===== src/rtl/uart_rx_fifo_if.sv =====
// Pop-side handshake between the UART receive FIFO and its consumer.
// The FIFO is the master: it presents the head byte and valid.
interface uart_rx_fifo_if;
    logic [7:0] data_out;
    logic       data_out_valid;
    logic       data_out_ready;

    modport master (
        output data_out,
        output data_out_valid,
        input  data_out_ready
    );

    modport slave (
        input  data_out,
        input  data_out_valid,
        output data_out_ready
    );
endinterface


===== src/rtl/uart_rx_fifo.sv =====
// 8N1 UART receiver feeding a first-word-fall-through byte FIFO.
// Exposes occupancy, sticky overflow and a framing-error pulse.
module uart_rx_fifo #(
    parameter int CLOCK_FREQ = 50_000_000,
    parameter int BAUD_RATE  = 115200,
    parameter int FIFO_DEPTH = 8
) (
    input  logic                        clk,
    input  logic                        rst,
    input  logic                        serial_in,
    uart_rx_fifo_if.master              rx_if,
    output logic [$clog2(FIFO_DEPTH):0] fifo_count,
    output logic                        overflow,
    input  logic                        overflow_clr,
    output logic                        frame_err
);
    localparam int SYMBOL_EDGE_TIME = CLOCK_FREQ / BAUD_RATE;
    localparam int SAMPLE_TIME      = SYMBOL_EDGE_TIME / 2;
    localparam int CW = $clog2(SYMBOL_EDGE_TIME + 1);
    localparam int AW = $clog2(FIFO_DEPTH);

    localparam logic [CW-1:0] SAMPLE_T = CW'(SAMPLE_TIME);
    localparam logic [CW-1:0] EDGE_T   = CW'(SYMBOL_EDGE_TIME - 1);
    localparam logic [CW-1:0] CNT_ONE  = CW'(1);
    localparam logic [AW-1:0] PTR_ONE  = AW'(1);
    localparam logic [AW:0]   CNT1     = (AW+1)'(1);
    localparam logic [AW:0]   DEPTH    = (AW+1)'(FIFO_DEPTH);

    typedef enum logic [2:0] {
        IDLE,
        START,
        DATA,
        STOP,
        BREAK
    } state_e;

    state_e        state_q, state_d;
    logic [CW-1:0] cnt_q, cnt_d;
    logic [2:0]    idx_q, idx_d;
    logic [7:0]    shift_q, shift_d;
    logic          sync1_q, sync2_q;
    logic          frame_err_q, ferr_d;
    logic          push;

    logic [7:0]    mem_q [FIFO_DEPTH];
    logic [AW-1:0] wr_q, rd_q;
    logic [AW:0]   count_q;
    logic          ovf_q;
    logic          full, pop, accept;

    // Two-flop synchroniser; idles high so reset never looks like a start bit
    always_ff @(posedge clk or posedge rst) begin
        if (rst) begin
            sync1_q <= 1'b1;
            sync2_q <= 1'b1;
        end else begin
            sync1_q <= serial_in;
            sync2_q <= sync1_q;
        end
    end

    always_ff @(posedge clk or posedge rst) begin
        if (rst) begin
            state_q     <= IDLE;
            cnt_q       <= '0;
            idx_q       <= '0;
            shift_q     <= '0;
            frame_err_q <= 1'b0;
        end else begin
            state_q     <= state_d;
            cnt_q       <= cnt_d;
            idx_q       <= idx_d;
            shift_q     <= shift_d;
            frame_err_q <= ferr_d;
        end
    end

    always_comb begin
        state_d = state_q;
        cnt_d   = cnt_q + CNT_ONE;
        idx_d   = idx_q;
        shift_d = shift_q;
        push    = 1'b0;
        ferr_d  = 1'b0;
        unique case (state_q)
            IDLE: begin
                cnt_d = '0;
                if (!sync2_q) state_d = START;
            end
            START: begin
                if (cnt_q == SAMPLE_T) begin
                    cnt_d   = '0;
                    idx_d   = '0;
                    state_d = sync2_q ? IDLE : DATA;
                end
            end
            DATA: begin
                if (cnt_q == EDGE_T) begin
                    cnt_d   = '0;
                    shift_d = {sync2_q, shift_q[7:1]};
                    idx_d   = idx_q + 3'd1;
                    if (idx_q == 3'd7) state_d = STOP;
                end
            end
            STOP: begin
                if (cnt_q == EDGE_T) begin
                    cnt_d = '0;
                    if (sync2_q) begin
                        push    = 1'b1;
                        state_d = IDLE;
                    end else begin
                        ferr_d  = 1'b1;
                        state_d = BREAK;
                    end
                end
            end
            BREAK: begin
                cnt_d = '0;
                if (sync2_q) state_d = IDLE;
            end
            default: state_d = IDLE;
        endcase
    end

    assign full   = (count_q == DEPTH);
    assign pop    = rx_if.data_out_valid & rx_if.data_out_ready;
    // A pop frees the slot in the same cycle, so a full FIFO can still accept
    assign accept = push & (~full | pop);

    always_ff @(posedge clk or posedge rst) begin
        if (rst) begin
            for (int i = 0; i < FIFO_DEPTH; i++) mem_q[i] <= '0;
            wr_q    <= '0;
            rd_q    <= '0;
            count_q <= '0;
            ovf_q   <= 1'b0;
        end else begin
            if (accept) begin
                mem_q[wr_q] <= shift_q;
                wr_q        <= wr_q + PTR_ONE;
            end
            if (pop) rd_q <= rd_q + PTR_ONE;
            if (accept & ~pop) count_q <= count_q + CNT1;
            else if (pop & ~accept) count_q <= count_q - CNT1;
            if (push & ~accept) ovf_q <= 1'b1;
            else if (overflow_clr) ovf_q <= 1'b0;
        end
    end

    assign rx_if.data_out       = mem_q[rd_q];
    assign rx_if.data_out_valid = (count_q != '0);
    assign fifo_count           = count_q;
    assign overflow             = ovf_q;
    assign frame_err            = frame_err_q;
endmodule


===== src/flat_wrapper.sv =====
// flat-port wrapper written by rule: the top's interface ports become plain ports
module uart_rx_fifo_flat 
#(
    parameter int CLOCK_FREQ = 50_000_000,
    parameter int BAUD_RATE  = 115200,
    parameter int FIFO_DEPTH = 8
)
  (clk, rst, serial_in, fifo_count, overflow, overflow_clr, frame_err, rx_if_data_out, rx_if_data_out_valid, rx_if_data_out_ready);
  uart_rx_fifo_if rx_if_i ();
  input  logic clk;
  input  logic rst;
  input  logic serial_in;
  output logic [$clog2(FIFO_DEPTH):0] fifo_count;
  output logic overflow;
  input  logic overflow_clr;
  output logic frame_err;
  output wire logic [$bits(rx_if_i.data_out)-1:0] rx_if_data_out;
  output wire logic [$bits(rx_if_i.data_out_valid)-1:0] rx_if_data_out_valid;
  input wire logic [$bits(rx_if_i.data_out_ready)-1:0] rx_if_data_out_ready;
  assign rx_if_data_out = rx_if_i.data_out;
  assign rx_if_data_out_valid = rx_if_i.data_out_valid;
  assign rx_if_i.data_out_ready = rx_if_data_out_ready;
  uart_rx_fifo #(.CLOCK_FREQ(CLOCK_FREQ), .BAUD_RATE(BAUD_RATE), .FIFO_DEPTH(FIFO_DEPTH)) u_core (.clk(clk), .rst(rst), .serial_in(serial_in), .rx_if(rx_if_i), .fifo_count(fifo_count), .overflow(overflow), .overflow_clr(overflow_clr), .frame_err(frame_err));
endmodule

===== config.mk =====
export PLATFORM = sky130hd
export DESIGN_NAME = uart_rx_fifo_flat
export DESIGN_NICKNAME = d
export VERILOG_FILES = /design/src/rtl/uart_rx_fifo_if.sv /design/src/rtl/uart_rx_fifo.sv /design/src/flat_wrapper.sv
export SDC_FILE = /design/constraint.sdc
export NUM_CORES = 1
export LEC_CHECK = 0
export ABC_AREA = 0
export CORE_MARGIN = 3
export CORE_UTILIZATION = 65
export CTS_CLUSTER_DIAMETER = 50
export DETAILED_ROUTE_END_ITERATION = 16
export GPL_TIMING_DRIVEN = 0
export PLACE_DENSITY = 0.91
export SLEW_MARGIN = 40
export SYNTH_ARGS = -nofsm -noshare
export SYNTH_HDL_FRONTEND = slang
export SYNTH_SLANG_ARGS = --single-unit

===== constraint.sdc =====
create_clock -name clk -period 7.75 [get_ports clk]
set_clock_uncertainty 0.15 [all_clocks]
set_input_delay 1.9375 -clock clk [delete_from_list [all_inputs] [get_ports clk]]
set_output_delay 1.9375 -clock clk [all_outputs]
set_load 0.005 [all_outputs]

==> results of run 1 <==
kinds of logic (layout without fill, tap and decap cells):
| family | Yosys count | after routing | synth area share (%) |
|---|---|---|---|
| AOI/OAI and AO/OA | 20 | 20 | 3.363 |
| xor gates and xnor gates | 13 | 13 | 2.318 |
| adders and majority gates | 10 | 10 | 2.700 |
| buffers and inverters | 32 | 69 | 2.904 |
| DFF | 101 | 101 | 51.50 |
| muxes | 101 | 101 | 27.38 |
| and+or+nand+nor | 69 | 69 | 9.832 |
per-layer routing:
metal	global-route usage (%)	vias up
li1	-	1326
met1	35.50	1514
met2	38.63	65
met3	5.605	10
met4	5.372	0
met5	0	-
registers in the layout (all words and copies together), names as in the netlist:
register           cells
u_core.cnt_q           9
u_core.mem_q          64
u_core.sync2_q         1
u_core.shift_q         8
u_core.idx_q           3
u_core.frame_err       1
u_core.fifo_count      4
u_core.state_q         3
u_core.sync1_q         1
u_core.wr_q            3
u_core.overflow        1
u_core.rd_q            3
worst max-delay path, delay by kind of cell, from the launching register on:
family,cells,cell delay (ps)
muxes,2,820
buffers and inverters,3,1500
DFF,1,360
final cells by class:
class	count	share of cell area [%]
buffer	21	1.853
clock buffer	9	2.265
clock inverter	7	1.258
multi-input combinational	213	41.09
tap	99	2.265
sequential	101	46.26
inverter	11	0.8922
timing repair buffer	21	4.118
cells in the final DEF, fill, tap and decap left out, types with 3 or more instances in the layout:
master           synthesis  layout
o21ai_0                  3       3
a22o_1                   3       3
mux4_2                  16      16
clkbuf_1                 5       5
clkdlybuf4s50_1          0      19
dfrtp_1                 99      99
nand3_1                  9       9
nor2_1                  16      16
buf_1                    8       8
ha_1                     9       9
nor4_4                   7       7
xnor2_1                 11      11
mux2_2                  75      75
buf_2                    6       6
nor3_1                   9       9
inv_1                   11      10
mux2_4                   8       8
nand2_1                  9       9
clkbuf_8                 0       9
how the worst max path moves through the flow:
| stage | end | cells after the start | slack (ps) | from |
|---|---|---|---|---|
| finish | rx_if_data_out[3] | 5 | 2620 | u_core.rd_q[0]$_DFFE_PP0P_ |
| global route | rx_if_data_out[3] | 5 | 2380 | u_core.rd_q[0]$_DFFE_PP0P_ |
| CTS | rx_if_data_out[4] | 5 | 2550 | u_core.rd_q[0]$_DFFE_PP0P_ |
| detailed placement | u_core.fifo_count[3]$_DFFE_PP0P_ | 10 | 2870 | rx_if_data_out_ready |
| global placement | u_core.mem_q[35]$_DFFE_PP0P_ | 2 | 1680 | rst |
| floorplan | u_core.cnt_q[0]$_DFF_PP0_ | 1 | 3020 | rst |
stage by stage:
step | setup slack (ps) | util, % | hold WS (ps) | area (sq um)
after floorplan | 3019 | - | 195.2 | 4912
after global placement | 1680 | 71.67 | 197.3 | 5226
after detailed placement | 2869 | 72.25 | 198.4 | 5269
after CTS | 2552 | 74.90 | 213.2 | 5461
after global routing | 2384 | 75.00 | 214.7 | 5469
final | 2619 | 75.00 | 211.4 | 5469
power groups by stage:
stage / logic (mW) / clock network, mW / registers [mW]
after floorplan: 0.00845 / 0 / 0.538
after global placement: 0.0134 / 0 / 0.538
after detailed placement: 0.0162 / 0 / 0.538
after CTS: 0.0162 / 0.323 / 0.528
after global routing: 0.0177 / 0.347 / 0.528
final: 0.0154 / 0.322 / 0.528
==> impl_metrics.env, run 1 <==
export IMPL_status="finished, final reports clean"
export IMPL_die_area_sq_um=8636
export IMPL_clk_pin_slew_ps=100
export IMPL_die_height_um=92.93
export IMPL_path_cells="clkbuf_1, buf_2, mux4_2, mux2_2, clkdlybuf4s50_1"
export IMPL_cts_tree="built"
export IMPL_synth_top_area_cell="dfrtp_1"
export IMPL_leakagePower_nw=2.549
export IMPL_timing_rr_end="u_core.fifo_count[3]$_DFFE_PP0P_"
export IMPL_yosys_warnings=0
export IMPL_syn_inst=346
export IMPL_fill_cells=467
export IMPL_switchingPower_uw=209.5
export IMPL_topRoutingLayerUsed="met4"
export IMPL_hp_class="reg2reg"
export IMPL_max_freq_ghz=0.1949
export IMPL_comb_power_share_pct=1.8
export IMPL_start_util_pct=67.36
export IMPL_pwr_share_seq_pct=61.0
export IMPL_syn_area_sq_um=4912
export IMPL_fin_nets=393
export IMPL_async_reset_ff_share_pct=100.0
export IMPL_io_pin_count=20
export IMPL_ys_types=47
export IMPL_area_growth_pct=11.33
export IMPL_p_per_area_nw_per_um2=158.1
export IMPL_wire_per_inst_um=19.70
export IMPL_core_area_sq_um=7292
export IMPL_worst_path_max_fanout=10
export IMPL_crit_path_max_incr_delay_ps=560
export IMPL_regArea_sq_um=2530
export IMPL_drt_first_iter_violations=201
export IMPL_clockPowerShare_pct=37.2
export IMPL_slew_headroom_pct=47.14
export IMPL_power_uw=864.7
export IMPL_drt_wl_total_um=9497
export IMPL_rr_startpoint="u_core.fifo_count[0]$_DFFE_PP0P_"
export IMPL_dp_hpwl_um=6264
export IMPL_grt_overflow=0
export IMPL_worstPathArrival_ps=3040
export IMPL_rsz0062_at_grt="false"
export IMPL_hold_end="u_core.sync2_q$_DFF_PP1_"
export IMPL_grt_first_pass_wirelength_um=16300
export IMPL_final_max_slew_viol_count=0
export IMPL_fin_setup_tns_ps=0
export IMPL_final_min_clock_period_ps=5131
export IMPL_dr_pass1_iters=4
export IMPL_synth_top_cell_area_share_pct=50.43
export IMPL_finalSetupViolations=0
export IMPL_ys_flop_type="dfrtp_1"
export IMPL_avgSynthCellArea_sq_um=14.20
export IMPL_cap_violations=0
export IMPL_numPortBuffers=19
export IMPL_min_period_over_period_pct=66.21
export IMPL_synthTopCellsByArea="dfrtp_1 (50%), mux2_2 (17%), mux4_2 (7.3%)"
export IMPL_synth_most_common_cell="dfrtp_1"
export IMPL_vias=2915
export IMPL_h_tree_depth=3
export IMPL_r2r_setup_slack_ps=4490
export IMPL_num_rows=31
export IMPL_first_global_vias=3106
export IMPL_grt_max_degree=62
export IMPL_via_per_inst=6.048
export IMPL_sw_frac_of_total_pct=24.23
export IMPL_syn_nets=361
export IMPL_antenna_found_initial=0
export IMPL_holdCritStartpoint="u_core.sync1_q$_DFF_PP1_"
export IMPL_worstPathRequired_ps=5660
export IMPL_ys_ff_latch=101
export IMPL_met2WireLength_um=4716
export IMPL_hold_viol_final=0
export IMPL_postCtsSetupBuffers=0
export IMPL_clockBufferDepth=2
export IMPL_cts_hold_fix_buffers=0
export IMPL_worstMarginPinSlew_ps=787.0
export IMPL_wl_met1_um=4325
export IMPL_clk_latency_ps=360
export IMPL_synth_edf_count=0
export IMPL_yosys_top_cells_count="dfrtp_1 (99), mux2_2 (75), mux4_2 (16), nor2_1 (16)"
export IMPL_ant_nets=0
export IMPL_fin_cells=482
export IMPL_drc_errors=0
export IMPL_grt_usage_pct=24.58
export IMPL_multiInputGateArea_sq_um=2247
export IMPL_cts_root_buf="clkbuf_8"
export IMPL_cts_num_sinks=101
export IMPL_path_class="reg2out"
export IMPL_drive_gt1_share_pct=36.81
export IMPL_cts_resized=0
export IMPL_gp_congestion=0.8571
export IMPL_hold_depth=0
export IMPL_diodes=0
export IMPL_yosysSeqAreaShare_pct=51.50
export IMPL_cp_start_kind="flop"
export IMPL_cpMaxStageDelayCell="clkbuf_1"
export IMPL_ir_drop_mv=0.09587
export IMPL_dpl_cell_count=465
export IMPL_ff2ff_path_depth=10
export IMPL_numCtsBuffers=9
export IMPL_fp_dieW_um=92.93
export IMPL_internal_power_uw=655.2
export IMPL_met3WireLength_um=346
export IMPL_cp_end_kind="primary output"
Power figures use the tool's default switching activity.
==> inputs of run 2 (changes only) <==
Settings changed: CORE_UTILIZATION 65 to 61, PLACE_DENSITY 0.91 to 0.87.
Clock period 7.75 ns to 5.1 ns, I/O delays scaled along.
==> run 2 against run 1 <==
Against the previous run: clock power is 84% higher; via count increased by 0.72%; count of clock-buffer cells in the layout rose by 3; largest cell class unchanged; final area rose by 0.82%; sequential power up 52%; critical path type unchanged; flip-flop and latch count stayed put; non-clock buffer count is the same; register-to-register slack got worse by 2600 ps; critical endpoint is now rx_if_data_out[5].
==> impl_metrics.env, run 2 (synthesis gave the netlist of run 1 again) <==
export IMPL_cap_violations=0
export IMPL_fin_nets=393
export IMPL_ant_nets=0
export IMPL_gp_congestion=0.8529
export IMPL_crit_buf_inv=3
export IMPL_final_min_clock_period_ps=4517
export IMPL_regArea_sq_um=2530
export IMPL_dr_pass1_iters=5
export IMPL_post_route_cell_area_sq_um=5514
export IMPL_cts_num_sinks=101
export IMPL_p_per_area_nw_per_um2=257.1
export IMPL_core_area_sq_um=7767
export IMPL_area_growth_pct=12.25
export IMPL_final_cell_mix="dfrtp_1 (99), mux2_2 (75), clkdlybuf4s50_1 (19)"
export IMPL_drt_wl_total_um=9351
export IMPL_worstMarginPinSlew_ps=803.3
export IMPL_largest_register_ffs=64
export IMPL_via_per_inst=6.054
export IMPL_hold_viol_final=0
export IMPL_worstPathArrival_ps=3090
export IMPL_place_area_sq_um=5273
export IMPL_cts_resized=0
export IMPL_ir_drop_mv=0.1708
export IMPL_h_tree_depth=3
export IMPL_drt_first_iter_violations=170
export IMPL_fin_cells=485
export IMPL_clk_pin_slew_ps=90
export IMPL_cts_hold_fix_buffers=0
export IMPL_rsz0062_at_grt="false"
export IMPL_min_period_over_period_pct=88.57
export IMPL_die_area_sq_um=9165
export IMPL_cts_tree="built"
export IMPL_antenna_found_initial=0
export IMPL_path_cells="clkbuf_1, clkbuf_1, mux4_2, mux2_2, clkdlybuf4s50_1"
export IMPL_numPortBuffers=19
export IMPL_cts_root_buf="clkbuf_8"
export IMPL_clk_latency_ps=360
export IMPL_max_freq_ghz=0.2214
export IMPL_num_rows=32
export IMPL_worst_path_max_fanout=10
export IMPL_power_mw=1.418
export IMPL_final_max_slew_viol_count=0
export IMPL_status="finished, final reports clean"
export IMPL_postCtsSetupBuffers=0
export IMPL_dpl_cell_count=468
export IMPL_io_pin_count=20
export IMPL_clockBufferDepth=2
export IMPL_grt_usage_pct=22.71
export IMPL_dp_hpwl_um=6273
export IMPL_first_global_vias=3050
export IMPL_cpMaxStageDelayCell="clkbuf_1"
export IMPL_layout_commonest_cell="dfrtp_1"
export IMPL_top_regs="u_core.mem_q: 64 flops, u_core.cnt_q: 9 flops, u_core.shift_q: 8 flops"
export IMPL_drc_errors=0
export IMPL_hp_class="reg2reg"
export IMPL_fill_cells=535
export IMPL_vias=2936
export IMPL_drive_gt1_share_pct=36.03
export IMPL_worstPathRequired_ps=3670
export IMPL_die_height_um=95.74
export IMPL_leakagePower_nw=2.573
export IMPL_multiInputGateArea_sq_um=2247
export IMPL_grt_overflow=0
export IMPL_timing_hold_ws_ps=215.4
export IMPL_finalSetupViolations=0
export IMPL_numCtsBuffers=9
export IMPL_slew_headroom_pct=46.05
export IMPL_diodes=0
export IMPL_regMostFlops="u_core.mem_q"
export IMPL_wire_per_inst_um=19.28
export IMPL_grt_first_pass_wirelength_um=15650
export IMPL_path_class="reg2out"
export IMPL_cp_end_kind="primary output"
export IMPL_path_delay_family="buffers and inverters"
export IMPL_r2r_setup_slack_ps=1850
export IMPL_crit_path_max_incr_delay_ps=600
export IMPL_cp_start_kind="flop"
export IMPL_fin_setup_tns_ps=0
export IMPL_path_common_cell="clkbuf_1"
export IMPL_fp_dieW_um=95.74
export IMPL_start_util_pct=63.24
export IMPL_grt_max_degree=56
-- run 2: routing by layer --
layer / track usage, % / wire (um) / vias up
li1: - / - / 1322
met1: 31.89 / 4294 / 1557
met2: 36.36 / 4690 / 46
met3: 4.066 / 226 / 11
met4: 6.991 / 140 / 0
met5: 0 / 0 / -
-- run 2: area by class of cell --
type / count / share of cell area, %
clock inverter: 4 / 1.793
timing repair buffer: 21 / 4.084
clock buffer: 12 / 2.451
inverter: 11 / 0.8850
multi-input combinational: 213 / 40.75
sequential: 101 / 45.88
tap: 102 / 2.314
buffer: 21 / 1.838
-- run 2: power by group --
part / internal (mW) / total, mW / switching, mW
clock: 0.328 / 0.592 / 0.264
combinational: 0.00566 / 0.0236 / 0.0179
sequential: 0.801 / 0.802 / 0.000191
-- run 2: worst paths after layout --
check                                            startpoint                                to  cells past startpoint
max reg2reg                u_core.fifo_count[0]$_DFFE_PP0P_  u_core.fifo_count[3]$_DFFE_PP0P_                     10
max                              u_core.rd_q[1]$_DFFE_PP0P_                 rx_if_data_out[5]                      5
min                                u_core.sync1_q$_DFF_PP1_          u_core.sync2_q$_DFF_PP1_                      0
min in group asynchronous                               rst     u_core.shift_q[4]$_DFFE_PP0P_                      2
max in group asynchronous                               rst          u_core.sync1_q$_DFF_PP1_                      3
min reg2reg                        u_core.sync1_q$_DFF_PP1_          u_core.sync2_q$_DFF_PP1_                      0
-- run 2: per-stage QoR --
stage / util [%] / setup WS, ps
2_1_floorplan: - / 1031
3_5_place_dp: 67.88 / 859.8
3_3_place_gp: 67.33 / -322.3
5_1_grt: 70.99 / 391.9
4_1_cts: 70.89 / 533.8
6_report: 70.99 / 582.9
-- run 2: worst register-to-register path, stage by stage, from the launching register on --
cell,delay [ps]
dfrtp_1,480
or3_4,420
or3_1,380
nand3_1,110
nor3_1,70
ha_1,250
inv_1,160
ha_1,260
a21o_1,210
a2111oi_0,480
o31ai_1,150
